File: config.mk
export PLATFORM = sky130hd
export DESIGN_NAME = delay_scheduler
export DESIGN_NICKNAME = d
export VERILOG_FILES = /design/src/rtl/delay_scheduler.sv
export SDC_FILE = /design/constraint.sdc
export NUM_CORES = 1
export LEC_CHECK = 0
export ABC_AREA = 1
export CELL_PAD_IN_SITES_DETAIL_PLACEMENT = 1
export CELL_PAD_IN_SITES_GLOBAL_PLACEMENT = 1
export CORE_UTILIZATION = 33
export CTS_BUF_LIST = sky130_fd_sc_hd__clkbuf_4
export DETAILED_ROUTE_END_ITERATION = 8
export GPL_TIMING_DRIVEN = 0
export PLACE_DENSITY_LB_ADDON = 0.1
export SETUP_SLACK_MARGIN = 0.2
export SLEW_MARGIN = 20
export SYNTH_ARGS = -nofsm -noshare
export SYNTH_HDL_FRONTEND = slang
export SYNTH_SLANG_ARGS = --single-unit
File: constraint.sdc
create_clock -name clk -period 4.1 [get_ports clk]
set_clock_uncertainty 0.05 [all_clocks]
set_input_delay 0.82 -clock clk [delete_from_list [all_inputs] [get_ports clk]]
set_output_delay 0.82 -clock clk [all_outputs]
set_load 0.02 [all_outputs]
File: src/rtl/delay_scheduler.sv
// delay_scheduler: pops one deadline at a time from the timestamp FIFO, waits
// until the free-running counter reaches it, then fires one pulse_trigger.
// Late deadlines and deadlines that fall due while the pulse generator is
// busy are resolved here and counted in saturating counters.
//
// Build option: DELAY_SCHEDULER_LATE_FIRE_EN
//   defined   - a late deadline is counted and still fired at once (or counted
//               as a collision too if the generator is busy).
//   undefined - a late deadline is counted and dropped.
//
// Strobe semantics: fifo_rden and pulse_trigger are single-cycle registered
// strobes with no back-pressure. The FIFO must present fifo_data_out in the
// cycle after fifo_rden; pulse_trigger starts the generator unconditionally.
module delay_scheduler #(
  parameter int CTR_WIDTH = 18,
  parameter int LEAD_MAX  = 165000,
  parameter int CNT_WIDTH = 16
) (
  input  logic                 clk,
  input  logic                 rst_n,
  input  logic                 sched_en,
  input  logic                 cnt_clr,
  input  logic [CTR_WIDTH-1:0] ctr,
  input  logic                 fifo_empty,
  input  logic [CTR_WIDTH-1:0] fifo_data_out,
  output logic                 fifo_rden,
  input  logic                 pulse_busy,
  output logic                 pulse_trigger,
  output logic                 sched_busy,
  output logic [CNT_WIDTH-1:0] miss_cnt,
  output logic [CNT_WIDTH-1:0] coll_cnt,
  output logic [2:0]           dbg_state
);

  typedef enum logic [2:0] {
    IDLE = 3'd0,
    POP  = 3'd1,
    LOAD = 3'd2,
    WAIT = 3'd3,
    FIRE = 3'd4
  } state_t;

  localparam logic [CTR_WIDTH-1:0] LEAD_MAX_V = CTR_WIDTH'(LEAD_MAX);
  localparam logic [CNT_WIDTH-1:0] CNT_MAX    = {CNT_WIDTH{1'b1}};

  state_t               state;
  state_t               next_state;
  logic [CTR_WIDTH-1:0] deadline;
  logic [CTR_WIDTH-1:0] diff_load;
  logic [CTR_WIDTH-1:0] diff_wait;
  logic                 late;
  logic                 inc_miss;
  logic                 inc_coll;

  // Modular distances to the deadline; a wrapped (negative) distance shows up
  // as a value above LEAD_MAX and is treated as late.
  assign diff_load = fifo_data_out - ctr;
  assign diff_wait = deadline - ctr;
  assign late      = (diff_load > LEAD_MAX_V);
  assign dbg_state = state;

  // Next-state decode and counter increment requests.
  always_comb begin
    next_state = state;
    inc_miss   = 1'b0;
    inc_coll   = 1'b0;
    case (state)
      IDLE: if (sched_en && !fifo_empty) next_state = POP;
      POP:  next_state = sched_en ? LOAD : IDLE;
      LOAD: begin
        if (!sched_en) begin
          next_state = IDLE;
        end else if (late) begin
          inc_miss = 1'b1;
`ifdef DELAY_SCHEDULER_LATE_FIRE_EN
          if (pulse_busy) begin
            inc_coll   = 1'b1;
            next_state = IDLE;
          end else begin
            next_state = FIRE;
          end
`else
          next_state = IDLE;
`endif
        end else if (diff_load == '0) begin
          // Already due: ctr moves on next cycle, so WAIT would never match.
          if (pulse_busy) begin
            inc_coll   = 1'b1;
            next_state = IDLE;
          end else begin
            next_state = FIRE;
          end
        end else begin
          next_state = WAIT;
        end
      end
      WAIT: begin
        if (!sched_en) begin
          next_state = IDLE;
        end else if (diff_wait == '0) begin
          if (pulse_busy) begin
            inc_coll   = 1'b1;
            next_state = IDLE;
          end else begin
            next_state = FIRE;
          end
        end
      end
      FIRE:    next_state = IDLE;
      default: next_state = IDLE;
    endcase
  end

  // State register with registered strobes decoded from the next state.
  always_ff @(posedge clk or negedge rst_n) begin
    if (!rst_n) begin
      state         <= IDLE;
      fifo_rden     <= 1'b0;
      pulse_trigger <= 1'b0;
      sched_busy    <= 1'b0;
    end else begin
      state         <= next_state;
      fifo_rden     <= (next_state == POP);
      pulse_trigger <= (next_state == FIRE);
      sched_busy    <= (next_state != IDLE);
    end
  end

  // Capture the popped deadline while in LOAD.
  always_ff @(posedge clk or negedge rst_n) begin
    if (!rst_n) begin
      deadline <= '0;
    end else if (state == LOAD) begin
      deadline <= fifo_data_out;
    end
  end

  // Saturating event counters; a clear beats a same-cycle increment.
  always_ff @(posedge clk or negedge rst_n) begin
    if (!rst_n) begin
      miss_cnt <= '0;
      coll_cnt <= '0;
    end else if (cnt_clr) begin
      miss_cnt <= '0;
      coll_cnt <= '0;
    end else begin
      if (inc_miss && (miss_cnt != CNT_MAX)) miss_cnt <= miss_cnt + 1'b1;
      if (inc_coll && (coll_cnt != CNT_MAX)) coll_cnt <= coll_cnt + 1'b1;
    end
  end

endmodule
# After elaboration in Yosys (flattened, before gate mapping)
# Index checks and enable logic that the tools add are counted.
dict set report totals {
  ff_bits 56
  in_bits 42
  output_inout_bits 38
  elab_cells 52
}
dict set report classes {
  n_addsub 4
  n_lt_le_gt_ge 1
  eq_ne 7
  muxes 23
  n_reduce_logical 10
}
# op n
set op_table {}
lappend op_table {{16-bit 2-to-1 mux} 4}
lappend op_table {{18-bit logical NOT} 2}
lappend op_table {{18-bit subtractor} 2}
lappend op_table {{16-bit by 1-bit adder with 16-bit output (second input constant)} 2}
lappend op_table {{16-bit != test (second input constant)} 2}
lappend op_table {{3-bit 2-to-1 mux} 7}
lappend op_table {{18-bit greater-than comparator (second input constant)} 1}
lappend op_table {{3-bit case mux with 4 select lines} 1}
lappend op_table {{1-bit 2-to-1 mux} 9}
lappend op_table {{3-bit by 1-bit equality test with 1-bit output (second input constant)} 2}
lappend op_table {{3-bit by 2-bit equality test with 1-bit output (second input constant)} 2}
lappend op_table {{2-bit nonzero test} 2}
lappend op_table {{3-bit equality test (second input constant)} 1}
lappend op_table {{1-bit logical AND} 3}
lappend op_table {{3-bit logical NOT} 1}
lappend op_table {{3-bit nonzero test} 1}
lappend op_table {{2-bit 2-to-1 mux} 1}
lappend op_table {{1-bit case mux with 2 select lines} 1}
lappend op_table {{1-bit logical NOT} 1}

# Depth between registers and ports, before layout
dict set report depth {
  word_depth 9
  depth_mapped 22
  depth_no_buf 22
}

# Worst setup path after synthesis
# OpenSTA, ideal clock, no wires.
dict set report synth_path {
  path_type {input -> register}
  from {in ctr[5]}
  to {reg miss_cnt[12]}
  setup_time_ps 117
  arrival_time_ps 2702
  t_required_ps 3933
  slack_ps 1230
  stages 19
  n_path_buf 1
  cell_sequence {inv_1 > ha_1 > nand2_2 > inv_1 > a21oi_2 > nand2_2 > nand2_2 > nand2_1 > nand2_1 > nand2_1 > nor2_4 > inv_2 > nor2_4 > nand3_2 > nand2_2 > nand4_4 > buf_2 > nand3_1 > nand2_1}
}
dict set report synth_via {
  elab_chain_cells 7
}
# item line
set synth_rtl {}
lappend synth_rtl {{start: declaration} 23} ;# input logic [CTR_WIDTH-1:0] ctr,
lappend synth_rtl {{18-bit subtractor} 57} ;# assign diff_load = fifo_data_out - ctr;
lappend synth_rtl {{18-bit greater-than comparator} 59} ;# assign late = (diff_load > LEAD_MAX_V);
lappend synth_rtl {{1-bit 2-to-1 mux} 73} ;# end else if (late) begin
lappend synth_rtl {{1-bit 2-to-1 mux} 71} ;# if (!sched_en) begin
lappend synth_rtl {{1-bit 2-to-1 mux} 67} ;# case (state)
lappend synth_rtl {{1-bit logical AND} 147} ;# if (inc_miss && (miss_cnt != CNT_MAX)) miss_cnt <= miss_cnt + 1'b1;
lappend synth_rtl {{2-bit nonzero test (no source line)} --}
lappend synth_rtl {{end signal: assignment} 147}
lappend synth_rtl {{end: declaration} 30} ;# output logic [CNT_WIDTH-1:0] miss_cnt,
# No other way between the ends.
# A chain may end at the register's enable or synchronous reset.

# Worst setup path in the final report
dict set report layout_path {
  from {in ctr[1]}
  to {reg coll_cnt[12]}
}
dict set report layout_via {
  elab_chain_cells 8
  word_cells_on_any_way 13
  cone_classes {add/sub (2); order compare (1); mux (6); reduce/logical (4)}
}
# item line
set layout_rtl {}
lappend layout_rtl {{branches (longest 5 deep; another with 18-bit subtractor)} --}
lappend layout_rtl {{1-bit case mux with 2 select lines (*)} 67}
lappend layout_rtl {{1-bit logical AND (*)} 148} ;# if (inc_coll && (coll_cnt != CNT_MAX)) coll_cnt <= coll_cnt + 1'b1;
lappend layout_rtl {{2-bit nonzero test (no source line) (*)} --}
lappend layout_rtl {{end signal: assignment} 148}
lappend layout_rtl {{end: declaration} 31} ;# output logic [CNT_WIDTH-1:0] coll_cnt,
# Every way passes the cells marked *.

==> flow_summary_export.csv <==
group,metric,value,unit
status,status,"finished, final reports clean",
die,initial_core_util,34.00,%
setup_path,critPathRequiredTime,4.42,ns
cts,cts_max_level,2,
setup_path,crit_start,"ctr[1]",
synth,yosys.area_share.adder,7.959,%
setup_path,startpoint_type,"input pin",
synth,synth_compound_area_share,4.532,%
synth,yosysWarnings,0,
synth,synth_mux_area_share,0,%
timing,hold_viol,0,
grt,overflow,0,
power_and_ir_drop,p_per_area,377.0,nW/µm²
routing,drc,0,
setup_path,worst_ep_arrival_time,3.74,ns
placement,globalplace.congestion,0.8576,
cells_and_area,syn2layout_area_growth,20.36,%
cts,worst_skew_pair.late_latency,0.42,ns
die,die-area,17680,µm²
cells_and_area,mostFrequentLayoutCell,"nand2_1",
setup_path,end_kind,"flop",
timing,fin_ws,0.6813,ns
routing,viasPerCell,4.670,
job,cap_violations,0,
synth,post_synth.cell_area_avg,5.970,µm²
grt,grt_pass1_vias,5889,
setup_path,worstRegToRegCells,15,
cts,ctsLongestPathBuffers,2,
grt,grt_max_degree,47,
cells_and_area,layout-drive-gt1-share,5.116,%
die,core_area,16640,µm²
cells_and_area,nets,1113,
synth,syn_area,5659,µm²
synth,synth_edf_count,0,
timing,slew-limit-headroom,59.32,%
timing,fin_tns_setup,0,ns
synth,synth_seq_cells,56,
routing,vias,5870,
power_and_ir_drop,ir_drop,0.1581,mV
grt,grt_pass1_wl,30.34,mm
die,num_rows,47,
synth,synth-simple-area-share,47.98,%
timing,slew_violations,0,
timing,fin_hold_ws,0.1484,ns
setup_path,setup.worst_path.class,"input pin to flop",
synth,synthArstFlopShare,100.0,%
timing,worst_pin_slew,0.6046,ns
die,dieHeight,133.0,µm
cells_and_area,n_fill_cell,2262,
cells_and_area,most-common-layout-cells,"nand2_1, inv_1, nor2_1",
grt,grt.total_usage,21.49,%
timing,period_share,83.38,%
cts,cts_resized,0,
synth,synth_nets,1026,
placement,dp_hpwl,15.07,mm
synth,synth_top_family_by_area,"simple AND/OR/NAND/NOR gates",
worst_hold_path,min_path_type,"input pin to async pin",
routing,wl_per_cell,14.31,µm
die,die_w,133.0,µm
setup_path,r2r_start,"deadline[9]",
synth,ys_seq_area_share,24.76,%
cts,postCtsHoldBufs,0,
die,io_pins,80,
timing,rsz0062_at_grt,"no",
cts,cts_setup_buffers,0,
cts,cts.sinks,56,
cells_and_area,final_cells,1257,
cts,path_clk_slew,0.19,ns
routing,drtIter0Drc,189,
timing,period_needed,3.419,ns
cts,cts_root_buffer,"clkbuf_4",
setup_path,critPathMaxFanout,10,
setup_path,r2r_setup_slack,1.36,ns
grt,antenna_found_initial,1,
synth,ys_types,36,
placement,pre_cts_ws,0.2207,ns
cts,cts_buffers,5,
timing,max_clock_freq,0.2925,GHz
routing,drt_wl_total,17.99,mm
power_and_ir_drop,leakagePower,3.587,nW
placement,place_inst,1248,
cts,tritoncts,"yes",
synth,synth_top_flop_cell,"dfrtp_1",
synth,netlist_instances,948,
synth,synth-xor-area-share,3.869,%
placement,io_buffers,79,
routing,first_pass_iters,4,
timing,finalSetupViolCount,0,
setup_path,worst_r2r_endpoint,"sched_busy",
routing,ant_nets,0,
-- synthesized netlist by cell type (all sizes together) (4+ instances only) --
library cell  number  area share, %
nand2            369             25
inv              144            9.6
nor2             116            8.3
nand3             95            8.8
dfrtp             56             25
ha                36            8.0
a21oi             32            3.1
xor2              18            2.8
nand4             16            2.0
nor3              13            1.3
clkbuf             9           0.60
xnor2              7            1.1
nand3b             6           0.80
o21ai              6           0.53
nor3b              5           0.66
and2               4           0.44
buf                4           0.62
-- kinds of logic (layout without fill, tap and decap cells) --
group / after synthesis / after routing
AO/OA/AOI/OAI: 45 / 45
other: 0 / 1
AND/OR/NAND/NOR: 627 / 627
adder cells (fa/ha/maj): 36 / 36
XOR/XNOR: 25 / 25
buffers and inverters: 159 / 247
flip-flops: 56 / 56
-- layout make-up --
cell class,instances,area [µm²],share of cell area [%]
multi-input combinational,733,3641,53.45
sequential,56,1401,20.57
timing repair buffer,80,815.8,11.98
inverter,146,548.0,8.046
tap,220,275.3,4.041
buffer,13,68.82,1.010
clock buffer,5,37.54,0.5511
clock inverter,3,21.27,0.3123
antenna,1,2.502,0.03674
-- critical path: stages --
cell	delay, ns
clkdlybuf4s50_1	0.45
inv_1	0.09
ha_1	0.33
nand2_1	0.08
nand2_1	0.15
nand2_1	0.09
nand2_1	0.12
nand2_1	0.08
nand2_1	0.11
nand2_1	0.07
nand2_1	0.06
inv_1	0.05
nor2_2	0.17
nand2_1	0.08
nor2_1	0.13
nand4_1	0.15
nand2_1	0.14
nand3_4	0.15
nand2_4	0.15
buf_6	0.16
nand2_1	0.06
nand2_1	0.05
-- state kept, by name (all words and copies together), names as in the netlist --
name           flops
dbg_state          3
pulse_trigger      1
coll_cnt          16
miss_cnt          16
fifo_rden          1
sched_busy         1
deadline          18
-- where the power goes --
group          leakage [nW]  internal [mW]  switching, mW  total [mW]
Sequential            0.744          0.658         0.0725       0.730
Combinational          2.81          0.559           1.01        1.57
Clock                0.0316         0.0682          0.201       0.269
Total                  3.59           1.29           1.28        2.57
-- metal layers --
layer / global-route usage [%] / share of wire (%)
met5: 0 / 0
met4: 4.470 / 0.96
met2: 34.79 / 45
met1: 31.00 / 53
met3: 1.724 / 1.5
-- worst max path at each step --
stage / to / cells past startpoint
2_1_floorplan: miss_cnt[12] / 19
3_3_place_gp: deadline[1] / 1
3_5_place_dp: coll_cnt[14] / 22
4_1_cts: coll_cnt[12] / 22
5_1_grt: coll_cnt[12] / 21
6_report: coll_cnt[12] / 22
-- per-stage QoR --
stage	power [mW]	utilization (%)	cell area [µm²]
after floorplan	1.870	-	5659
after global placement	2.286	40.41	6725
after detailed placement	2.321	40.56	6750
after CTS	2.605	40.91	6809
after global routing	2.875	40.93	6812
final	2.568	40.93	6812
No activity file was read; power rests on OpenSTA's default activity.
